--- config.mk ---
export PLATFORM = sky130hd
export DESIGN_NAME = inst_fetch
export DESIGN_NICKNAME = d
export VERILOG_FILES = /design/src/rtl/inst_fetch.sv
export SDC_FILE = /design/constraint.sdc
export NUM_CORES = 1
export LEC_CHECK = 0
export BUFFER_PORTS_ARGS = -buffer_cell sky130_fd_sc_hd__buf_2
export CORE_MARGIN = 4
export CORE_UTILIZATION = 25
export DETAILED_ROUTE_END_ITERATION = 16
export MAX_ROUTING_LAYER = met4
export PLACE_DENSITY = 0.5
export SLEW_MARGIN = 20
export SYNTH_ARGS = -nofsm -noshare
export SYNTH_HDL_FRONTEND = slang
export SYNTH_SLANG_ARGS = --single-unit
--- constraint.sdc ---
create_clock -name clk -period 3.3 [get_ports clk]
set_input_delay 0.495 -clock clk [delete_from_list [all_inputs] [get_ports clk]]
set_output_delay 0.495 -clock clk [all_outputs]
set_load 0.005 [all_outputs]
--- src/rtl/inst_fetch.sv ---
// Instruction fetch unit: one outstanding memory read at a time, a single-entry instruction
// buffer toward decode, and redirects that win over every other event.
module inst_fetch #(
  parameter logic [63:0] RESET_PC = 64'h8000_0000
) (
  input  logic        clk,
  input  logic        rst_n,
  input  logic        redirect_valid_i,
  input  logic [63:0] redirect_pc_i,
  output logic        req_valid_o,
  output logic [63:0] req_addr_o,
  input  logic        req_ready_i,
  input  logic        resp_valid_i,
  input  logic [31:0] resp_data_i,
  input  logic        resp_err_i,
  output logic        inst_valid_o,
  output logic [31:0] inst_o,
  output logic [63:0] inst_pc_o,
  output logic        inst_fault_o,
  input  logic        inst_ready_i,
  output logic [63:0] fetch_cnt_o
);

  typedef enum logic [1:0] {StReq, StWait, StFull} state_e;

  state_e      state_q, state_d;
  logic [63:0] pc_q, pc_d;
  logic [63:0] req_addr_q, req_addr_d;
  logic        drop_q, drop_d;
  logic [31:0] inst_q, inst_d;
  logic [63:0] inst_pc_q, inst_pc_d;
  logic        inst_fault_q, inst_fault_d;
  logic [63:0] fetch_cnt_q, fetch_cnt_d;
  logic [63:0] target;

  assign target = {redirect_pc_i[63:2], 2'b00};

  always_comb begin
    state_d      = state_q;
    pc_d         = pc_q;
    req_addr_d   = req_addr_q;
    drop_d       = drop_q;
    inst_d       = inst_q;
    inst_pc_d    = inst_pc_q;
    inst_fault_d = inst_fault_q;
    fetch_cnt_d  = fetch_cnt_q;

    unique case (state_q)
      StReq: begin
        // A pending request keeps its address; its response is dropped later.
        if (req_ready_i) state_d = StWait;
        if (redirect_valid_i) begin
          pc_d   = target;
          drop_d = 1'b1;
        end
      end
      StWait: begin
        if (redirect_valid_i) begin
          pc_d = target;
          if (resp_valid_i) begin
            drop_d  = 1'b0;
            state_d = StReq;
          end else begin
            drop_d = 1'b1;
          end
        end else if (resp_valid_i) begin
          drop_d = 1'b0;
          if (drop_q) begin
            state_d = StReq;
          end else begin
            inst_d       = resp_data_i;
            inst_pc_d    = pc_q;
            inst_fault_d = resp_err_i;
            state_d      = StFull;
          end
        end
      end
      StFull: begin
        if (redirect_valid_i) begin
          pc_d    = target;
          state_d = StReq;
        end else if (inst_ready_i) begin
          pc_d        = pc_q + 64'd4;
          fetch_cnt_d = fetch_cnt_q + 64'd1;
          state_d     = StReq;
        end
      end
      default: state_d = StReq;
    endcase

    // The request address is frozen at REQ entry so it stays stable until accepted.
    if (state_q != StReq && state_d == StReq) req_addr_d = pc_d;
  end

  always_ff @(posedge clk or negedge rst_n) begin
    if (!rst_n) begin
      state_q      <= StReq;
      pc_q         <= RESET_PC;
      req_addr_q   <= RESET_PC;
      drop_q       <= 1'b0;
      inst_q       <= '0;
      inst_pc_q    <= '0;
      inst_fault_q <= 1'b0;
      fetch_cnt_q  <= '0;
    end else begin
      state_q      <= state_d;
      pc_q         <= pc_d;
      req_addr_q   <= req_addr_d;
      drop_q       <= drop_d;
      inst_q       <= inst_d;
      inst_pc_q    <= inst_pc_d;
      inst_fault_q <= inst_fault_d;
      fetch_cnt_q  <= fetch_cnt_d;
    end
  end

  assign req_valid_o  = (state_q == StReq);
  assign req_addr_o   = req_addr_q;
  assign inst_valid_o = (state_q == StFull);
  assign inst_o       = inst_q;
  assign inst_pc_o    = inst_pc_q;
  assign inst_fault_o = inst_fault_q;
  assign fetch_cnt_o  = fetch_cnt_q;

endmodule

Word level (Yosys, flattened, before mapping)
Cells that the tools add are included.

operators by class
  $add $sub $neg = 2
  equal/unequal tests = 4
  muxes and demuxes = 17
  bitwise operators = 2
  reduce and logical (&&, ||, !) cells = 9

operator list
  kind                                           number
  two-way mux 64 bit                             3
  one-hot mux 64 bit (2 select lines)            1
  adder 64 x 1 -> 64 bit, second input constant  1
  adder 64 x 3 -> 64 bit, second input constant  1
  two-way mux 2 bit                              7
  one-hot mux 2 bit (3 select lines)             1
  AND reduction 3 bit                            2
  logical NOT 2 bit                              2
  two-way mux 1 bit                              4
  AND reduction 4 bit                            1
  nonzero test 2 bit                             2
  != test 3 bit, second input constant           1
  == test 2 x 1 -> 1 bit, second input constant  1
  == test 2 bit, second input constant           1
  != test 2 bit, second input constant           1
  inverter 1 bit                                 2
  one-hot mux 1 bit (2 select lines)             1
  OR reduction 2 bit                             1
  logical AND 1 bit                              1

storage, ports and cells
  flip-flop bits (word level) = 292
  bits of input ports = 103
  word-level logic and storage cells = 42

Depth between registers and ports, before layout
Gate-level depths: netlist (run 1).

  word-level depth = 6
  mapped depth = 8
  mapped depth without buffers = 6

Least setup slack after synthesis (run 1)
No wires, ideal clock.

  path type = in2reg
  from = input port redirect_valid_i
  to = register fetch_cnt_q[24], in the netlist fetch_cnt_o[24]
  setup time = 0.079 ns
  arrival time = 2.250 ns
  data required time = 3.221 ns
  slack = 0.971 ns
  stages on the path = 7
  buffers on the path = 2
  cell sequence = clkbuf_1 nand4bb_1 clkbuf_1 or4_1 nor3_1 and3_1 xor2_1

between the ends
  word-level cells in the longest chain between the ends = 2

RTL lines
  item                                  RTL line  RTL
  start: declaration                    8         input logic redirect_valid_i,
  inverter 1 bit (no source line)       --
  AND reduction 3 bit (no source line)  --
  end signal: assignment                113       fetch_cnt_q <= fetch_cnt_d;
  end: declaration                      33        logic [63:0] fetch_cnt_q, fetch_cnt_d;

No other way between the ends.
A chain may end at the register's enable or synchronous reset.

Worst setup path in the final report (run 1)
  from = register pc_q[26]
  to = register req_addr_q[39], in the netlist req_addr_o[39]

between the ends
  word-level cells in the longest chain between the ends = 4

RTL lines
  item                                 RTL line  RTL
  start: declaration                   27        logic [63:0] pc_q, pc_d;
  start signal: assignment             107       pc_q <= pc_d;
  adder 64 x 3 -> 64 bit               83        pc_d = pc_q + 64'd4;
  two-way mux 64 bit                   82        end else if (inst_ready_i) begin
  two-way mux 64 bit                   79        if (redirect_valid_i) begin
  one-hot mux 64 bit (2 select lines)  48        unique case (state_q)
  end signal: assignment               108       req_addr_q <= req_addr_d;
  end: declaration                     28        logic [63:0] req_addr_q, req_addr_d;

No other way between the ends.

==> results of run 1 <==
## metal layers
metal	part of all wire [%]	routed length [um]	global-route usage, %
met1	43	24700	24.7
met2	47	27300	29.9
met4	3.4	1990	6.59
met5	0	0	-
met3	7.0	4080	4.23
## logic make-up after synthesis
family,share of synthesized area [%]
xor+xnor,3.99
fa+ha+maj,0.175
buf+inv,3.06
mux,8.66
compound gates,11.0
flops,51.2
simple gates,21.9
## cells in the final DEF (no fill, tap or decap), types with 19 or more instances in the layout
cell | Yosys | routed
nand3_1 | 67 | 66
clkbuf_16 | 0 | 38
mux2_2 | 107 | 107
inv_1 | 28 | 28
nor4_1 | 42 | 42
nand2_1 | 120 | 120
o22ai_1 | 22 | 21
and4_1 | 19 | 19
xnor2_1 | 32 | 32
o31ai_1 | 24 | 24
buf_4 | 0 | 64
nand4_1 | 62 | 62
xor2_1 | 33 | 33
o41ai_1 | 21 | 21
and3_1 | 31 | 31
dfrtp_1 | 290 | 290
nor2_1 | 115 | 115
o21ai_0 | 29 | 29
nor3_1 | 74 | 74
buf_2 | 10 | 326
## sequential cells by signal (all words and copies together) (netlist names)
name / flops
inst_fault_o: 1
state_q: 2
pc_q: 64
inst_o: 32
inst_pc_o: 64
req_addr_o: 64
drop_q: 1
fetch_cnt_o: 64
## layout make-up
| type | instances | area, um2 |
|---|---|---|
| well taps | 756 | 946 |
| clock buffers | 52 | 1070 |
| inverters | 28 | 105 |
| multi-input cells | 987 | 6550 |
| diodes | 2 | 5.00 |
| flip-flops and latches | 292 | 7310 |
| fillers | 5909 | 38000 |
| clock inverters | 12 | 113 |
| repair buffers | 398 | 2260 |
## through the flow
step	utilization (%)	instance area (um2)	instances
6_report	32.6	18400	2527
3_3_place_gp	30.4	17200	2460
4_1_cts	32.5	18400	2525
2_1_floorplan	-	14300	1392
5_1_grt	32.6	18400	2526
3_5_place_dp	30.4	17200	2460
## how the worst max path moves through the flow
| stage | slack [ns] | endpoint | from | cells after the start |
|---|---|---|---|---|
| 2_1_floorplan | 0.97 | fetch_cnt_o[24] | redirect_valid_i | 7 |
| 3_3_place_gp | 0.40 | req_addr_o[39] | pc_q[26] | 7 |
| 3_5_place_dp | 0.46 | fetch_cnt_o[61] | inst_ready_i | 7 |
| 4_1_cts | 0.48 | req_addr_o[60] | pc_q[2] | 6 |
| 5_1_grt | 0.23 | req_addr_o[60] | pc_q[2] | 6 |
| 6_report | 0.38 | req_addr_o[39] | pc_q[26] | 7 |
## where the power goes
part           internal [W]  switching [W]  total [W]  leakage (nW)
Combinational       0.00156        0.00160    0.00315          4.08
Clock               0.00235        0.00161    0.00397         0.581
Sequential          0.00464       0.000781    0.00542          3.56
Total               0.00855        0.00399     0.0125          8.22
## worst register-to-register path, stage by stage, from the launching register on
cell     delay, ns
dfrtp_1       0.54
nand4_1       0.37
nor4_1        0.58
buf_4         0.23
nand4_1       0.25
o31ai_1       0.55
buf_4         0.20
o41ai_1       0.08
==> results.toml, run 1 <==
[outcome]
status = "complete, no violations"

[yosys]
synth-seq-cells = 292
synth_top_area_cell = "dfrtp_1"
netlist_instances = 1392
syn_avg_cell_area_um2 = 10.2
synth_cell_types = 68
yosysSeqAreaShare_pct = 51.2
async_flop_share_pct = 100
synth_area_um2 = 14300
synth_top_area_share_pct = 50.9
synth_area_leaders = "dfrtp_1 51%, mux2_2 8.4%, nand2_1 3.2%, nor2_1 3.0%, nand4_1 2.7%"
ys.flop_type = "dfrtp_1"
syn-num-nets = 1497
yosysMostFrequentCell = "dfrtp_1"
synth_warnings = 0
synth_edf_count = 0
synth_common_cells = "290 x dfrtp_1, 120 x nand2_1, 115 x nor2_1"

[cells_and_area]
area_growth_pct = 28.7
layout.nets = 1849
drive_above_1_share_pct = 33.6

[worst_hold_path]
min_to = "inst_o[18]"
min_path_cells = 2
hold_start = "resp_data_i[18]"
hp-class = "in2reg"

[timing]
finalWorstSetupSlack_ns = 0.381
tns_ns = 0
tightest_slew_ns = 0.807
finalCritPeriodShare_pct = 88.4
rsz0062_at_grt = "no"
hold_viol_final = 0
slew_violations = 0
period_minus_slack_ns = 2.92
fmax_mhz = 343
setup_viol = 0
holdWs_ns = 0.184
max_slew_margin_pct = 45.7
fin_skew_ns = 0.0319

[place]
dpl_worst_slack_ns = 0.461
gp_congestion = 0.948
dp_hpwl_mm = 44.1
buffer_ports.inserted = 327

[worst_setup_path]
critical-path-top-delay-family = "simple AND/OR/NAND/NOR gates"
r2r_slack_ns = 0.38
arrival_ns = 3.34
critical_path_required_ns = 3.73
crit_path_end_kind = "flip-flop"
crit_path_max_incr_delay_ns = 0.58
startpoint_type = "flip-flop"
crit_chain = "nand4_1, nor4_1, buf_4, nand4_1, o31ai_1, buf_4, o41ai_1"
critPathBufInv = 2
r2r_cells = 7
worstPathMaxFanout = 10
r2r_end = "req_addr_o[39]"
worstSetupPathType = "reg2reg"
cp_slowest_cell = "nor4_1"
r2r-start = "pc_q[26]"

[cts]
cts_root_buf = "clkbuf_16"
clkSinkCount = 292
cts_hold_buf = 1
cts_tree = "yes"
htreeDepth = 2
cts_buffers = 37
cts_setup_buffers = 0
post_cts_resized = 0
clk_pin_slew_worst_paths_ns = 0.06
clock_latency_ns = 0.55
clock_path_buffers = 3

[routing]
drtIter0Drc = 1211
drt-vias-per-instance = 5.15
totalWireLength_mm = 58.1
drt_pass1_iterations = 5
post_drt_wl_per_cell_um = 23.0
vias = 13003
drc = 0
ant_nets = 0

[grt]
grt_overflow = 0
grt_pass1_vias = 13041
grt_max_degree = 83
antenna_found_initial = 3
track_usage_pct = 19.2
grt_pass1_wl_mm = 85.7

[floorplanning]
coreArea_um2 = 56400
die_x_um = 247
start_util_pct = 25.3
boundaryPins = 330
die_y_um = 247
dieArea_um2 = 60900
row_count = 87

[power]
power.density_nw_per_um2 = 683
p_leak_nw = 8.22
report.power.total_w = 0.0125
ir_drop_uv = 318

[flow_run]
drv_cap = 0
Note: power is estimated with default switching activity, not from simulation.
==> run 2: changes to the inputs <==
- CORE_UTILIZATION: 25 -> 33
- PLACE_DENSITY: 0.5 -> 0.6
==> run 2 against run 1 <==
Setup slack gained 0.038 ns. Fmax grew 1.3%. Register-to-register slack improved by 0.04 ns. Wire length is 4.3% lower. Worst hold slack worse by 0.0024 ns. Critical endpoint is now req_addr_o[60]. Largest cell class unchanged. Highest routed layer unchanged.
==> results.toml, run 2 (synthesized netlist as in run 1, its figures left out) <==
[outcome]
status = "complete, no violations"

[worst_setup_path]
r2r_cells = 6
worstPathMaxFanout = 7
critical_path_required_ns = 3.71
crit_path_end_kind = "flip-flop"
r2r_slack_ns = 0.42
r2r-start = "pc_q[2]"
r2r_end = "req_addr_o[60]"
startpoint_type = "flip-flop"
arrival_ns = 3.29
worstSetupPathType = "reg2reg"

[place]
buffer_ports.inserted = 327
place_area_um2 = 16900
gp_congestion = 0.988
dpl_worst_slack_ns = 0.295
dp_hpwl_mm = 41.6

[routing]
post_drt_wl_per_cell_um = 23.8
drt-vias-per-instance = 5.63
drt_pass1_iterations = 5
ant_nets = 0
totalWireLength_mm = 55.6
drtIter0Drc = 1174
drc = 0
vias = 13143

[timing]
finalCritPeriodShare_pct = 87.3
max_slew_margin_pct = 32.2
fmax_mhz = 347
tightest_slew_ns = 1.02
setup_viol = 0
rsz0062_at_grt = "no"
fin_skew_ns = 0.0264
period_minus_slack_ns = 2.88
slew_violations = 0
finalWorstSetupSlack_ns = 0.419
hold_viol_final = 0
holdWs_ns = 0.181
tns_ns = 0

[cells_and_area]
layout.nets = 1841
fin_area_um2 = 18000
final_common_cell = "buf_2"
diodes = 0
area_growth_pct = 26.3
fin_util_pct = 42.6
drive_above_1_share_pct = 33.0
fillers = 4133
layout_common_cells = "326 x buf_2, 290 x dfrtp_1, 120 x nand2_1"

[worst_hold_path]
hp-class = "in2reg"
hold_start = "resp_data_i[14]"
min_path_cells = 2
min_to = "inst_o[14]"

[grt]
grt_pass1_wl_mm = 84.4
track_usage_pct = 24.1
grt_overflow = 0
grt_pass1_vias = 13232
antenna_found_initial = 0
grt_max_degree = 74

[cts]
cts_root_buf = "clkbuf_16"
clock_path_buffers = 3
cts_setup_buffers = 0
cts_hold_buf = 1
clock_latency_ns = 0.55
cts_buffers = 35
cts_tree = "yes"
post_cts_resized = 0
htreeDepth = 2
clk_pin_slew_worst_paths_ns = 0.06
clkSinkCount = 292

[floorplanning]
start_util_pct = 33.7
dieArea_um2 = 46600
die_x_um = 216
die_y_um = 216
boundaryPins = 330
row_count = 75
coreArea_um2 = 42300

[power]
p_leak_nw = 8.16
ir_drop_uv = 353
power.density_nw_per_um2 = 680

[flow_run]
drv_cap = 0
run 2: area by class of cell:
class                           instances  area, um2  share of cell area [%]
Multi-Input combinational cell        987       6550                    36.3
Clock buffer                           50       1000                    5.57
Timing Repair Buffer                  392       2240                    12.4
Clock inverter                          9       92.6                   0.514
Tap cell                              577        722                    4.01
Sequential cell                       292       7310                    40.6
Inverter                               28        105                   0.583
run 2: worst max-delay path: stages (launching register included):
cell and delay (ns):
dfrtp_1 0.50, ha_1 0.26, nand3_1 0.29, or3_1 0.61, nor4_4 0.45, a41oi_1 0.25, o41ai_1 0.39
run 2: layer usage:
layer / up-vias / part of all wire, % / global-route usage [%]
met3: 104 / 6.8 / 4.04
li1: 5898 / - / -
met1: 6569 / 44 / 33.2
met4: 0 / 3.5 / 8.81
met2: 572 / 45 / 36.0
met5: - / 0 / -
run 2: how the worst max path moves through the flow:
stage                                 from         endpoint  slack, ns  cells past startpoint
after floorplan           redirect_valid_i  fetch_cnt_o[24]       0.97                      7
after global placement        inst_ready_i  fetch_cnt_o[56]       0.34                      8
after detailed placement      inst_ready_i  fetch_cnt_o[52]       0.29                      8
after CTS                          pc_q[2]   req_addr_o[60]       0.45                      6
after global routing               pc_q[2]   req_addr_o[58]       0.21                      6
final                              pc_q[2]   req_addr_o[60]       0.42                      6
run 2: where the power goes:
group          internal (W)  leakage, nW  switching [W]  total (W)
Combinational       0.00156         4.07        0.00157    0.00312
Clock               0.00220        0.540        0.00153    0.00373
Sequential          0.00464         3.56       0.000766    0.00541
Total               0.00840         8.16        0.00386     0.0123
run 2: stage by stage:
step,std cells,total power (W)
floorplan,1392,0.00671
global placement,2275,0.00854
detailed placement,2275,0.00861
CTS,2335,0.0124
global route,2335,0.0130
finish,2335,0.0123
==> run 3: changes to the inputs <==
- GPL_TIMING_DRIVEN: not set -> 0
==> run 3 against run 2 <==
The flow now finishes with violations (setup timing). Cell area decreased by 0.30%. Sequential power fell by 1%. Fmax is 13% lower. First-iteration DRC count is 23% higher. Critical endpoint is now req_addr_o[33]. Combinational power rose by 5%. Global-route usage is 2.8 points higher. Critical path depth rose by 1.
==> results.toml, run 3 (synthesized netlist as in run 1, its figures left out) <==
[grt]
grt_use_met3_pct = 5.18
grt_max_degree = 98
top_usage_layer = "met2"
grt_pass1_wl_mm = 91.4
track_usage_pct = 26.9
grt_overflow = 0
antenna_found_initial = 0
grt.met1_usage_pct = 35.7
globalRouteMet2Util_pct = 41.2
grt_pass1_vias = 13506

[worst_setup_path]
critical_path_required_ns = 3.71
crit_path_end_kind = "flip-flop"
worstPathMaxFanout = 10
cp_slowest_cell = "clkbuf_1"
r2r_slack_ns = 0.03
cpMostUsedCell = "clkbuf_1"
arrival_ns = 3.73
worstSetupPathType = "in2reg"
crit_chain = "clkbuf_1, clkbuf_1, clkbuf_1, clkbuf_1, a21oi_1, a31oi_1, o31ai_1"
crit_path_max_incr_delay_ns = 0.88
startpoint_type = "input pin"
critical-path-top-delay-family = "buffers and inverters"
r2r_end = "req_addr_o[40]"
r2r-start = "pc_q[2]"
critPathBufInv = 4
r2r_cells = 6

[routing]
ant_nets = 0
drc = 0
totalWireLength_mm = 62.7
drt-vias-per-instance = 5.75
drt_pass1_iterations = 6
vias = 13616
drtIter0Drc = 1441
post_drt_wl_per_cell_um = 26.5

[cts]
htreeDepth = 2
clk_pin_slew_worst_paths_ns = 0.06
cts_root_buf = "clkbuf_16"
clock_latency_ns = 0.56
cts_buffers = 35
clkSinkCount = 292
clock_path_buffers = 3
cts_tree = "yes"

[worst_hold_path]
min_path_cells = 2
hp-class = "in2reg"
hold_start = "resp_data_i[29]"
min_to = "inst_o[29]"

[power]
internal_power_w = 0.00841
power_switching_w = 0.00401
report.power.total_w = 0.0124
p_seq_share_pct = 42.9
p_leak_nw = 8.03
comb_power_share_pct = 26.5
power.density_nw_per_um2 = 691
ir_drop_uv = 357
p_sw_share_pct = 32.3
clockPowerShare_pct = 30.7

[floorplanning]
die_y_um = 216
start_util_pct = 33.7
dieArea_um2 = 46600
row_count = 75
coreArea_um2 = 42300
die_x_um = 216
boundaryPins = 330

[cells_and_area]
drive_above_1_share_pct = 30.6
area_growth_pct = 25.9
final_cells = 2366
layout_common_cells = "336 x buf_2, 290 x dfrtp_1, 120 x nand2_1"
fin_util_pct = 42.4
layout.nets = 1871
final_common_cell = "buf_2"
diodes = 0
fillers = 4198

[timing]
hold_viol_final = 0
rsz0062_at_grt = "yes"
fmax_mhz = 301
finalWorstSetupSlack_ns = -0.0221
tightest_slew_ns = 1.22
period_minus_slack_ns = 3.32
fin_skew_ns = 0.0149
max_slew_margin_pct = 17.9
finalCritPeriodShare_pct = 101
slew_violations = 0
setup_viol = 2

[place]
dp.cells = 2301
gp_congestion = 1.03
dpl_worst_slack_ns = -0.555
dp_hpwl_mm = 47.0
buffer_ports.inserted = 326

[flow_run]
drv_cap = 0

[outcome]
status = "complete, but fails checks"
failed_checks = "setup timing"
run 3: through the flow:
| stage | hold slack, ns | TNS [ns] | cell area, um2 |
|---|---|---|---|
| floorplan | 0.199 | 0 | 14300 |
| global placement | 0.454 | -1097.73 | 16600 |
| detailed placement | 0.362 | -16.42 | 16800 |
| CTS | 0.131 | 0 | 17900 |
| global route | 0.152 | -0.221 | 18000 |
| finish | 0.170 | -0.0416 | 18000 |
run 3: worst max-delay path by stage:
stage	start	end	slack, ns	depth (start not counted)
floorplan	redirect_valid_i	fetch_cnt_o[24]	0.97	7
global placement	rst_n	inst_pc_o[34]	-3.76	1
detailed placement	redirect_valid_i	req_addr_o[43]	-0.55	7
CTS	state_q[1]	inst_o[30]	0.02	6
global route	pc_q[2]	req_addr_o[36]	-0.06	6
finish	redirect_valid_i	req_addr_o[33]	-0.02	7
run 3: final cells by class:
cell class | instances | area (um2) | share of cell area (%)
Clock inverter | 7 | 97.6 | 0.543
Multi-Input combinational cell | 987 | 6580 | 36.6
Tap cell | 577 | 722 | 4.02
Buffer | 84 | 333 | 1.85
Sequential cell | 292 | 7310 | 40.7
Clock buffer | 53 | 1020 | 5.70
Inverter | 28 | 105 | 0.585
Timing Repair Buffer | 338 | 1790 | 9.97
run 3: worst register-to-register path: cells and delay by family, from the launching register on:
| family | cells | cell delay, ns |
|---|---|---|
| flip-flops | 1 | 0.51 |
| AND/OR/NAND/NOR | 3 | 1.57 |
| AO/OA/AOI/OAI | 2 | 0.78 |
| adder cells (fa/ha/maj) | 1 | 0.26 |
run 3: power groups by stage:
| stage | Combinational, W | Sequential [W] | Clock (W) |
|---|---|---|---|
| floorplan | 0.00139 | 0.00532 | 0 |
| global placement | 0.00324 | 0.00535 | 0 |
| detailed placement | 0.00329 | 0.00538 | 0 |
| CTS | 0.00331 | 0.00533 | 0.00392 |
| global route | 0.00357 | 0.00545 | 0.00406 |
| finish | 0.00329 | 0.00533 | 0.00381 |
run 3: layer usage:
metal	share of wire (%)	vias to the layer above
met5	0	-
met4	4.0	0
met2	46	737
met3	8.3	129
li1	-	5953
met1	42	6797
run 3: timing repair:
action	CTS	global route
buffers inserted	5	0
endpoints found under the hold margin	28	0
pin swaps	1	0
hold buffers	1	0
gates resized for setup	7	5
setup endpoints to repair	42	23
